**src/rtl/alu_pkg.sv**
```systemverilog
// Shared types and constants for the multi-cycle ALU.
package alu_pkg;

   // Operation select, encoded as driven on alu_ctrl
   typedef enum logic [2:0] {
      OP_ADD  = 3'b000,
      OP_SUB  = 3'b001,
      OP_AND  = 3'b010,
      OP_ORR  = 3'b011,
      OP_EOR  = 3'b100,
      OP_MUL  = 3'b101,
      OP_UDIV = 3'b110,
      OP_RSVD = 3'b111
   } alu_op_t;

   // Control FSM states
   typedef enum logic [1:0] {
      ST_IDLE = 2'd0,
      ST_BUSY = 2'd1,
      ST_DONE = 2'd2
   } state_t;

   // Bit positions inside the {N,Z,C,V} flag vector
   localparam int unsigned FLAG_N = 3;
   localparam int unsigned FLAG_Z = 2;
   localparam int unsigned FLAG_C = 1;
   localparam int unsigned FLAG_V = 0;

endpackage

```
**src/rtl/alu_iter_core.sv**
```systemverilog
// Iterative datapath: shift-add multiply (low half) and restoring unsigned divide,
// one step per clock, WIDTH steps per operation.
module alu_iter_core #(
   parameter int unsigned WIDTH = 32,
   parameter int unsigned CW    = $clog2(WIDTH + 1)
) (
   input  logic             clk,
   input  logic             reset,
   input  logic             start,
   input  logic             is_div,
   input  logic [WIDTH-1:0] a,
   input  logic [WIDTH-1:0] b,
   output logic             done_c,
   output logic [WIDTH-1:0] res_c
);

   // acc: product accumulator (MUL) or partial remainder (UDIV)
   // x  : shifting multiplicand (MUL) or divisor (UDIV)
   // y  : shifting multiplier (MUL) or dividend-in / quotient-out (UDIV)
   logic             busy_q, busy_d;
   logic             div_q, div_d;
   logic [CW-1:0]    cnt_q, cnt_d;
   logic [WIDTH-1:0] acc_q, acc_d;
   logic [WIDTH-1:0] x_q, x_d;
   logic [WIDTH-1:0] y_q, y_d;
   logic [WIDTH:0]   rem_sh_c;

   // Datapath registers
   always_ff @(posedge clk or posedge reset) begin
      if (reset) begin
         busy_q <= 1'b0;
         div_q  <= 1'b0;
         cnt_q  <= '0;
         acc_q  <= '0;
         x_q    <= '0;
         y_q    <= '0;
      end else begin
         busy_q <= busy_d;
         div_q  <= div_d;
         cnt_q  <= cnt_d;
         acc_q  <= acc_d;
         x_q    <= x_d;
         y_q    <= y_d;
      end
   end

   // One iteration step; res_c presents the value that this step produces
   always_comb begin
      busy_d   = busy_q;
      div_d    = div_q;
      cnt_d    = cnt_q;
      acc_d    = acc_q;
      x_d      = x_q;
      y_d      = y_q;
      done_c   = 1'b0;
      rem_sh_c = {acc_q, y_q[WIDTH-1]};

      if (start) begin
         busy_d = 1'b1;
         div_d  = is_div;
         cnt_d  = '0;
         acc_d  = '0;
         x_d    = b;
         y_d    = a;
      end else if (busy_q) begin
         if (div_q) begin
            // Bring down the next dividend bit and try to subtract the divisor
            if (rem_sh_c >= {1'b0, x_q}) begin
               acc_d = WIDTH'(rem_sh_c - {1'b0, x_q});
               y_d   = {y_q[WIDTH-2:0], 1'b1};
            end else begin
               acc_d = rem_sh_c[WIDTH-1:0];
               y_d   = {y_q[WIDTH-2:0], 1'b0};
            end
         end else begin
            if (y_q[0]) begin
               acc_d = acc_q + x_q;
            end
            x_d = x_q << 1;
            y_d = y_q >> 1;
         end
         cnt_d = cnt_q + CW'(1);
         if (cnt_q == CW'(WIDTH - 1)) begin
            done_c = 1'b1;
            busy_d = 1'b0;
         end
      end

      // Division by zero yields zero rather than the all-ones raw quotient
      if (div_q) begin
         res_c = (x_q == '0) ? '0 : y_d;
      end else begin
         res_c = acc_d;
      end
   end

endmodule

```
**src/rtl/alu_multicycle.sv**
```systemverilog
// Handshaked ALU: single-cycle ADD/SUB/AND/ORR/EOR, iterative MUL/UDIV, NZCV flags.
module alu_multicycle
   import alu_pkg::*;
#(
   parameter int unsigned WIDTH = 32,
   parameter int unsigned CW    = $clog2(WIDTH + 1)
) (
   input  logic             clk,
   input  logic             reset,
   input  logic             in_valid,
   output logic             in_ready,
   input  logic [2:0]       alu_ctrl,
   input  logic [WIDTH-1:0] a,
   input  logic [WIDTH-1:0] b,
   output logic             out_valid,
   input  logic             out_ready,
   output logic [WIDTH-1:0] result,
   output logic [3:0]       flags,
   output logic             err
);

   state_t           state_q, state_d;
   logic [WIDTH-1:0] result_q, result_d;
   logic [3:0]       flags_q, flags_d;
   logic             err_q, err_d;
   logic             in_ready_q, in_ready_d;
   logic             out_valid_q, out_valid_d;

   alu_op_t          op_c;
   logic             sub_c;
   logic [WIDTH-1:0] b_eff_c;
   logic [WIDTH:0]   sum_c;
   logic [WIDTH-1:0] res_c;
   logic             carry_c, ovf_c, err_c, latch_c;
   logic             core_start_c, core_div_c, core_done_c;
   logic [WIDTH-1:0] core_res_c;

   alu_iter_core #(
      .WIDTH (WIDTH),
      .CW    (CW)
   ) u_iter (
      .clk    (clk),
      .reset  (reset),
      .start  (core_start_c),
      .is_div (core_div_c),
      .a      (a),
      .b      (b),
      .done_c (core_done_c),
      .res_c  (core_res_c)
   );

   // State and output registers
   always_ff @(posedge clk or posedge reset) begin
      if (reset) begin
         state_q     <= ST_IDLE;
         result_q    <= '0;
         flags_q     <= '0;
         err_q       <= 1'b0;
         in_ready_q  <= 1'b1;
         out_valid_q <= 1'b0;
      end else begin
         state_q     <= state_d;
         result_q    <= result_d;
         flags_q     <= flags_d;
         err_q       <= err_d;
         in_ready_q  <= in_ready_d;
         out_valid_q <= out_valid_d;
      end
   end

   // Next state, single-cycle ops, flag generation and handshake outputs
   always_comb begin
      state_d      = state_q;
      result_d     = result_q;
      flags_d      = flags_q;
      err_d        = err_q;
      op_c         = alu_op_t'(alu_ctrl);
      sub_c        = 1'b0;
      b_eff_c      = '0;
      sum_c        = '0;
      res_c        = '0;
      carry_c      = 1'b0;
      ovf_c        = 1'b0;
      err_c        = 1'b0;
      latch_c      = 1'b0;
      core_start_c = 1'b0;
      core_div_c   = 1'b0;

      case (state_q)
         ST_IDLE: begin
            if (in_valid) begin
               case (op_c)
                  OP_ADD, OP_SUB: begin
                     sub_c   = (op_c == OP_SUB);
                     b_eff_c = sub_c ? ~b : b;
                     sum_c   = {1'b0, a} + {1'b0, b_eff_c} + {{WIDTH{1'b0}}, sub_c};
                     res_c   = sum_c[WIDTH-1:0];
                     carry_c = sum_c[WIDTH];
                     ovf_c   = (a[WIDTH-1] ~^ b_eff_c[WIDTH-1]) & (a[WIDTH-1] ^ sum_c[WIDTH-1]);
                     latch_c = 1'b1;
                  end
                  OP_AND: begin
                     res_c   = a & b;
                     latch_c = 1'b1;
                  end
                  OP_ORR: begin
                     res_c   = a | b;
                     latch_c = 1'b1;
                  end
                  OP_EOR: begin
                     res_c   = a ^ b;
                     latch_c = 1'b1;
                  end
                  OP_MUL, OP_UDIV: begin
                     core_start_c = 1'b1;
                     core_div_c   = (op_c == OP_UDIV);
                     state_d      = ST_BUSY;
                  end
                  default: begin
                     err_c   = 1'b1;
                     latch_c = 1'b1;
                  end
               endcase
               if (latch_c) begin
                  state_d = ST_DONE;
               end
            end
         end
         ST_BUSY: begin
            if (core_done_c) begin
               res_c   = core_res_c;
               latch_c = 1'b1;
               state_d = ST_DONE;
            end
         end
         ST_DONE: begin
            if (out_ready) begin
               state_d = ST_IDLE;
            end
         end
         default: begin
            state_d = ST_IDLE;
         end
      endcase

      if (latch_c) begin
         result_d         = res_c;
         err_d            = err_c;
         flags_d[FLAG_N]  = res_c[WIDTH-1];
         flags_d[FLAG_Z]  = (res_c == '0);
         flags_d[FLAG_C]  = carry_c;
         flags_d[FLAG_V]  = ovf_c;
      end

      in_ready_d  = (state_d == ST_IDLE);
      out_valid_d = (state_d == ST_DONE);
   end

   assign in_ready  = in_ready_q;
   assign out_valid = out_valid_q;
   assign result    = result_q;
   assign flags     = flags_q;
   assign err       = err_q;

endmodule

```
**config.mk**
```make
export PLATFORM = sky130hd
export DESIGN_NAME = alu_multicycle
export DESIGN_NICKNAME = d
export VERILOG_FILES = /design/src/rtl/alu_pkg.sv /design/src/rtl/alu_iter_core.sv /design/src/rtl/alu_multicycle.sv
export SDC_FILE = /design/constraint.sdc
export NUM_CORES = 1
export LEC_CHECK = 0
export CAP_MARGIN = 5
export CORE_MARGIN = 2
export CORE_UTILIZATION = 63
export DETAILED_ROUTE_END_ITERATION = 6
export PLACE_DENSITY_LB_ADDON = 0.08
export SLEW_MARGIN = 30
export SYNTH_ARGS = -nofsm -noshare
export SYNTH_HDL_FRONTEND = slang
export SYNTH_SLANG_ARGS = --single-unit
export TNS_END_PERCENT = 10
```
**constraint.sdc**
```tcl
create_clock -name clk -period 12.7 [get_ports clk]
set_input_delay 1.27 -clock clk [delete_from_list [all_inputs] [get_ports clk]]
set_output_delay 1.27 -clock clk [all_outputs]
set_load 0.005 [all_outputs]
```
-- Word level (Yosys, flattened, before mapping)
Index checks and enable logic that the tools add are counted.
- bits in registers: 145
- input port bits: 71
- word-level logic and storage cells: 100
- $add $sub $neg: 5
- $lt $le $gt $ge: 1
- equality and inequality tests: 11
- mux-type cells: 54
- bitwise gates (word level): 7
- reductions and logical operators: 10
- operators with widths (kind ; count):
    $mux 32 ; 16
    $pmux 32 s4 ; 1
    $logic_not 32->1 ; 2
    $pmux 32 s2 ; 1
    $add 32x32->33 ; 1
    $add 33x1->33 ; 1
    $ge 33x32->1 ; 1
    $add 32x32->32 ; 1
    $and 32x32->32 ; 1
    $not 32->32 ; 1
    $or 32x32->32 ; 1
    $sub 32x32->32 ; 1
    $xor 32x32->32 ; 1
    $mux 1 ; 27
    $mux 6 ; 2
    $mux 2 ; 5
    $eq 3x3->1 const B ; 3
    $reduce_or 7->1 ; 1
    $add 6x1->6 const B ; 1
    $eq 3x2->1 const B ; 2
    $eq 6x5->1 const B ; 1
    $pmux 2 s3 ; 1
    $eq 2x2->1 const B ; 2
    $logic_not 2->1 ; 2
    other kinds (11) ; 12

-- Depth between registers and ports, before layout
Gate-level depths: netlist (run 1).
- depth in word-level cells: 11
- mapped depth: 18

-- Cells and area by module
Synthesis (run 1) repeated with hierarchy kept, for this count alone.
- cell total of the unflattened synthesis: 2011
- area, all modules: 15534.9 µm²
- modules (own cells, without submodules) (module ; times used ; cells each ; area each (µm²)):
    alu_iter_core ; 1 ; 1283 ; 9854.5
    alu_multicycle ; 1 ; 728 ; 5680.4

-- Worst setup path before layout (run 1)
OpenSTA, ideal clock, no wires.
- kind: input -> register
- start point: input port alu_ctrl[0]
- end point: register flags_q[2] (netlist: flags[2])
- setup time: 76 ps
- arrival time: 5189 ps
- data required time: 12624 ps
- slack: 7435 ps
- cell stages on the path: 18
- buffers on the path: 4
- path through: buf_4 nor3b_2 buf_4 buf_1 xnor2_1 ha_1 clkbuf_1 a21o_1 a31o_2 nor3_2 a211oi_2 a211oi_2 o311ai_2 a31oi_1 mux2i_1 o211ai_1 or4_1 o21ai_1
- word-level cells in the longest chain between the ends: 11
- ends and longest elaborated chain (element ; line ; text):
    from (decl) ; alu_multicycle.sv:12 ; input logic [2:0] alu_ctrl,
    parallel branches: the longest is 11 deep, another holds $add 32x32->33 ; - ;
    to (signal assigned) ; alu_multicycle.sv:64 ; flags_q <= flags_d;
    to (decl) ; alu_multicycle.sv:24 ; logic [3:0] flags_q, flags_d;
Parallel ways; which one is timed is not known. The select of a mux whose other input is x is not followed.
A chain may end at the register's enable or synchronous reset.

-- Final worst setup path (run 1)
- start point: input port alu_ctrl[2]
- end point: register flags_q[2] (netlist: flags[2])
The elaborated chain is that of the path after synthesis.

==> results.yml, run 1 <==
outcome:
  run_status: "complete, no violations"
floorplan:
  io_pins: 110
  fp-row-count: 57
  initial_utilization_pct: 63.77
  die_h_um: 160.2
  coreArea_um2: 24110
  die_area_um2: 25670
  die_x_um: 160.2
clock_tree:
  cts_tree: "built"
  cts.sinks: 144
  clkSlewWorstSetupHoldPaths_ns: 0.07
  clkLatencyLatePin_ns: 0.44
  numCtsBuffers: 17
  htree_levels: 4
  ctsResizeCount: 0
  ctsRootBufferMaster: "clkbuf_16"
  hold_buffers: 0
  cts_buffer_depth: 2
  postCtsSetupBuffers: 0
final_layout:
  final_net_count: 2240
  fin_area_um2: 17310
  syn2layout_area_growth_pct: 12.59
  layout-drive-gt1-share_pct: 4.722
  diodes: 0
  mostFrequentLayoutCell: "a21oi_1"
  ff_latch_area_um2: 3607
  mostFrequentLayoutCells: "a21oi_1 (179), nand2_1 (175), ha_1 (167)"
  fillCellCount: 2021
  multi_input_area_um2: 10860
power_and_ir_drop:
  power.leakage_nw: 7.909
  ir_drop_mv: 0.2083
  power.total_mw: 4.786
  power_density_nw_per_um2: 276.5
synth:
  muxShareOfSynthArea_pct: 3.353
  synth_cell_types: 84
  syn_area_um2: 15370
  synth_seq_cells: 144
  async_flop_share_pct: 100.0
  synth_flop_cell: "dfrtp_1"
  synth_area_leaders: "dfrtp_1 (23%), ha_1 (14%), a21oi_1 (5.9%)"
  synth_compound_area_share_pct: 31.02
  synth_fa_ha_area_share_pct: 13.98
  synth_xor_area_share_pct: 5.982
  synth-seq-area-share_pct: 23.45
  syn_area_per_cell_um2: 7.823
  yosys.area_share.simple_pct: 15.99
  synth_fp_nets: 2206
  ys_warn_count: 0
  synth_area_leader_cell: "dfrtp_1"
  synth_top_family_by_area: "compound AO/OA/AOI/OAI gates"
  synth_top_area_share_pct: 23.28
  synth-edff-count: 0
  synth_cells: 1965
sta:
  setup_slack_ns: 6.509
  skew_ns: 0.008537
  relSlewSlack_pct: 32.74
  hold_viol_final: 0
  fin_crit_ns: 6.191
  fmax_mhz: 161.5
  finalSetupViolations: 0
  worst_slew_pin_slew_ns: 1.005
  setup_tns_ns: 0
  rsz0062_at_grt: "false"
  final_max_slew_viol_count: 0
  post-route-period-util_pct: 48.75
setup_path:
  slowest_delay_ns: 0.84
  worstSetupEndpointType: "flop"
  path_buf_inv: 2
  cp_max_fo: 34
  crit_required_ns: 13.07
  ff2ff_setup_slack_ns: 7.93
  crit_start: "alu_ctrl[2]"
  cp-endpoint: "flags[2]$_DFFE_PP0P_"
  cp-start-kind: "input port"
  cp.depth: 16
  cpMostUsedCell: "nand4_1"
  cp_slowest_cell: "clkdlybuf4s50_1"
  cp_cell_sequence: "clkdlybuf4s50_1, nor3b_4, buf_4, xnor2_1, ha_1, a31o_2, a221oi_1, a22oi_1, xor2_1, a222oi_1, o21ai_0, nor4bb_1, nand4_1, nor4_1, nand4_1, o21ai_1"
  rr_startpoint: "u_iter.x_q[26]$_DFFE_PP0P_"
  r2r_end: "flags[2]$_DFFE_PP0P_"
  ff2ff_path_depth: 12
  arrival_ns: 6.56
  critPathKind: "in2reg"
  cp_top_family: "compound AO/OA/AOI/OAI gates"
drt:
  dr.pass1.iters: 6
  drt-initial-drc-count: 2279
  wl_um: 56770
  viasPerCell: 7.025
  num_vias: 16411
  drc: 0
  routedWlPerCell_um: 24.30
  ant_nets: 0
grt:
  grt_pass1_vias: 15470
  grt_pass1_wl_um: 86770
  antenna_found_initial: 0
  grt_usage_pct: 43.56
  grt-ovfl-total: 0
  grt_max_degree: 87
placement:
  dp_hpwl_um: 42490
  pre_cts_slack_ns: 6.197
  place_area_um2: 16630
  gpl.final_weighted_congestion: 1.029
  port-buffer-count: 109
run:
  maxCapViolations: 0
min_path:
  hold_class: "reg2reg"
  hold_path_depth: 1
layout make-up:
class | count | share of cell area [%]
inverters | 131 | 2.870
well taps | 324 | 2.342
multi-input cells | 1572 | 62.72
repair buffers | 133 | 7.366
clock inverters | 14 | 1.323
flip-flops and latches | 144 | 20.84
clock buffers | 18 | 2.537
cells by family (layout without fill, tap and decap cells):
family,after synthesis,in the layout
AO/OA/AOI/OAI,724,724
XOR/XNOR,105,105
adder cells (fa/ha/maj),170,170
buffers and inverters,249,296
flip-flops,144,144
multiplexers,51,51
AND/OR/NAND/NOR,522,522
worst register-to-register path: stages (launching register included):
cell and delay, ns:
dfrtp_1 0.41, nor4_1 0.74, nand4_1 0.20, or2_0 0.50, and3_1 0.54, buf_4 0.31
a221oi_1 0.33, and4_1 0.25, nor4bb_1 0.45, nand4_1 0.22, nor4_1 0.43, nand4_1 0.16
o21ai_1 0.15
cell usage after synthesis (12+ instances only):
library cell,count
a211oi_1,50
a21o_1,50
a21oi_1,180
a221oi_1,15
a22oi_1,45
a31oi_1,27
and3_1,12
buf_1,12
clkbuf_1,94
dfrtp_1,143
ha_1,167
inv_1,130
mux2i_1,47
nand2_1,176
nand2b_1,12
nand3_1,39
nand4_1,30
nor2_1,145
nor2b_1,13
nor3_1,21
nor4_1,14
o211ai_1,51
o21ai_0,125
o22ai_1,45
o31ai_1,14
or3_1,14
xnor2_1,73
xor2_1,32
state kept, by name, summed over array words and instances, names as in the netlist:
signal         count
result            32
u_iter.acc_q      32
u_iter.x_q        32
u_iter.y_q        32
u_iter.cnt_q       6
flags              3
state_q            2
err                1
in_ready           1
out_valid          1
u_iter.busy_q      1
u_iter.div_q       1
report_power, final:
part / internal (mW) / total [mW] / switching [mW]
registers: 0.689 / 0.980 / 0.291
clock network: 0.358 / 0.580 / 0.222
logic: 1.28 / 3.23 / 1.94
total: 2.33 / 4.79 / 2.46
metal layers:
metal  routed length, µm  share of wire [%]  up-vias  track usage [%]
met4                4406                7.8        0            27.76
met5                   0                  0        -                0
met3                5637                9.9      275            8.494
li1                    -                  -     7360                -
met1               20880                 37     7707            52.51
met2               25850                 46     1069            71.53
metrics by stage:
step,hold slack [ns],utilization [%],cells
finish,0.4777,71.80,2336
global route,0.4955,71.80,2336
CTS,0.4801,71.77,2336
detailed placement,0.4659,69.00,2304
global placement,0.4565,68.98,2304
floorplan,0.4628,-,1965
how the worst min path moves through the flow:
stage / to / from / slack, ns
floorplan: result[26]$_DFFE_PP0P_ / result[26]$_DFFE_PP0P_ / 0.46
global placement: result[26]$_DFFE_PP0P_ / result[26]$_DFFE_PP0P_ / 0.46
detailed placement: result[0]$_DFFE_PP0P_ / result[0]$_DFFE_PP0P_ / 0.47
CTS: result[0]$_DFFE_PP0P_ / result[0]$_DFFE_PP0P_ / 0.48
global route: result[0]$_DFFE_PP0P_ / result[0]$_DFFE_PP0P_ / 0.50
finish: result[0]$_DFFE_PP0P_ / result[0]$_DFFE_PP0P_ / 0.48
Power figures use the tool's default switching activity.
==> run 2, diff against run 1 <==
CORE_UTILIZATION = 55   (was 63)
clock period = 5.5 ns   (was 12.7 ns; I/O delays follow)
==> run 2 against run 1 <==
  * The flow now finishes with violations (design-rule violations)
  * Critical path depth stayed put
  * Cell count up 3.1%
  * Non-clock buffer count grew 19
  * Setup slack worse by 5.9 ns
  * Total power grew 130%
  * Largest cell class unchanged
  * Core utilization down 8.2 points
  * Sequential share of layout area shrank 0.31 points
  * Combinational power increased by 140%
  * Critical endpoint unchanged
  * Clock skew increased by 0.0015 ns
  * Die area is 14% higher
  * Register-to-register slack lost 7.1 ns
  * Sequential cell count unchanged
==> results.yml, run 2 (same netlist as run 1, synthesis figures left out) <==
sta:
  rsz0062_at_grt: "false"
  setup_tns_ns: 0
  fin_crit_ns: 4.895
  hold_viol_final: 0
  skew_ns: 0.01003
  finalSetupViolations: 0
  fmax_mhz: 204.3
  relSlewSlack_pct: 32.98
  final_max_slew_viol_count: 0
  post-route-period-util_pct: 89.00
  worst_slew_pin_slew_ns: 1.005
drt:
  ant_nets: 0
  dr.pass1.iters: 7
  drt-initial-drc-count: 1896
  drc: 1
  routedWlPerCell_um: 24.82
  viasPerCell: 6.837
  num_vias: 16470
  wl_um: 59790
setup_path:
  cp_slowest_cell: "clkdlybuf4s50_1"
  worstSetupEndpointType: "flop"
  cp-start-kind: "input port"
  cp_top_family: "simple AND/OR/NAND/NOR gates"
  rr_startpoint: "u_iter.x_q[1]$_DFFE_PP0P_"
  crit_start: "alu_ctrl[0]"
  arrival_ns: 5.26
  critPathKind: "in2reg"
  path_buf_inv: 2
  crit_required_ns: 5.87
  cpMostUsedCell: "nand4_1"
  slowest_delay_ns: 0.58
  cp_max_fo: 34
  cp_cell_sequence: "clkdlybuf4s50_1, nor3b_4, buf_12, xnor2_1, ha_1, a31o_2, a221oi_1, a22oi_1, xor2_1, a222oi_1, o21ai_0, nor4bb_1, nand4_1, nor4_1, nand4_1, o21ai_1"
final_layout:
  diodes: 0
  final_net_count: 2259
  mostFrequentLayoutCells: "a21oi_1 (179), nand2_1 (175), ha_1 (167)"
  syn2layout_area_growth_pct: 14.28
  final_util_pct: 63.58
  layout-drive-gt1-share_pct: 5.515
  mostFrequentLayoutCell: "a21oi_1"
power_and_ir_drop:
  switching_share_pct: 51.32
  p_clk_share_pct: 12.1
  pwr-share-seq_pct: 20.2
  power.switching_mw: 5.756
  intPower_mw: 5.460
  ir_drop_mv: 0.5190
  power_density_nw_per_um2: 638.5
  p_comb_share_pct: 67.7
  power.leakage_nw: 8.024
clock_tree:
  hold_buffers: 0
  cts.sinks: 144
  ctsRootBufferMaster: "clkbuf_16"
  cts_buffer_depth: 2
  htree_levels: 4
  cts_tree: "built"
  postCtsSetupBuffers: 0
  numCtsBuffers: 17
  clkLatencyLatePin_ns: 0.44
  ctsResizeCount: 0
  clkSlewWorstSetupHoldPaths_ns: 0.07
grt:
  grt_pass1_vias: 15218
  grt_pass1_wl_um: 89010
  grt_usage_pct: 40.47
  grt_max_degree: 79
  antenna_found_initial: 0
  grt-ovfl-total: 0
min_path:
  hold_class: "reg2reg"
  worstHoldStart: "result[23]$_DFFE_PP0P_"
run:
  maxCapViolations: 0
floorplan:
  coreArea_um2: 27630
  initial_utilization_pct: 55.64
  die_h_um: 171.2
  die_area_um2: 29300
  fp-row-count: 61
  io_pins: 110
  die_x_um: 171.2
outcome:
  run_status: "complete, but fails checks"
  violations: "design-rule violations"
placement:
  port-buffer-count: 109
  dp_hpwl_um: 45580
  gpl.final_weighted_congestion: 1.031
[run 2: cell types whose count changed in the layout (fill, tap and decap cells not counted), sizes merged]
cell	before	now
bufinv	5	6
clkbuf	18	19
buf	24	43
clkinv	5	6
inv	134	132
clkinvlp	1	0
[run 2: path summary, 6_finish.rpt]
path | slack [ns] | end | cells after the start
max in group asynchronous | 3.73 | u_iter.div_q$_DFFE_PP0P_ | 3
min reg2reg | 0.47 | result[23]$_DFFE_PP0P_ | 2
max | 0.61 | flags[2]$_DFFE_PP0P_ | 16
min | 0.47 | result[23]$_DFFE_PP0P_ | 2
min in group asynchronous | 0.57 | u_iter.x_q[28]$_DFFE_PP0P_ | 2
max reg2reg | 0.79 | flags[2]$_DFFE_PP0P_ | 11
[run 2: power by group through the flow]
stage	Clock, mW	Combinational, mW	Sequential (mW)
global placement	0	7.23	2.23
finish	1.36	7.60	2.26
floorplan	0	5.29	1.97
CTS	1.36	7.40	2.22
detailed placement	0	7.35	2.23
global route	1.40	8.24	2.29
[run 2: metal layers]
| metal | global-route usage [%] | part of all wire [%] | vias up |
|---|---|---|---|
| li1 | - | - | 7397 |
| met1 | 50.12 | 38 | 7861 |
| met2 | 64.95 | 45 | 955 |
| met3 | 6.742 | 8.7 | 257 |
| met4 | 27.01 | 7.7 | 0 |
| met5 | 0 | 0 | - |
[run 2: layout make-up]
class | instances | area (µm²)
inverter | 131 | 496.7
sequential | 144 | 3607
timing repair buffer | 152 | 1463
clock inverter | 13 | 234.0
fill | 2468 | 10060
clock buffer | 19 | 432.9
tap | 378 | 473.0
multi-input combinational | 1572 | 10860
[run 2: per-stage QoR]
stage                     power [mW]  instances  hold WS (ns)  area (µm²)  setup WS, ns
after global placement         9.460       2375        0.4586       16850        0.3223
after floorplan                7.256       1965        0.4628       15370        0.9546
after detailed placement       9.579       2376        0.4627       16860        0.2489
after CTS                      10.98       2408        0.4773       17530        0.6743
after global routing           11.93       2409        0.4888       17570        0.3498
final                          11.22       2409        0.4719       17570        0.6050
[run 2: worst register-to-register path, delay by kind of cell, from the launching register on]
kind / cells / cell delay, ns
AOI/OAI and AO/OA: 2 / 0.60
DFF: 1 / 0.45
and+or+nand+nor: 9 / 3.58
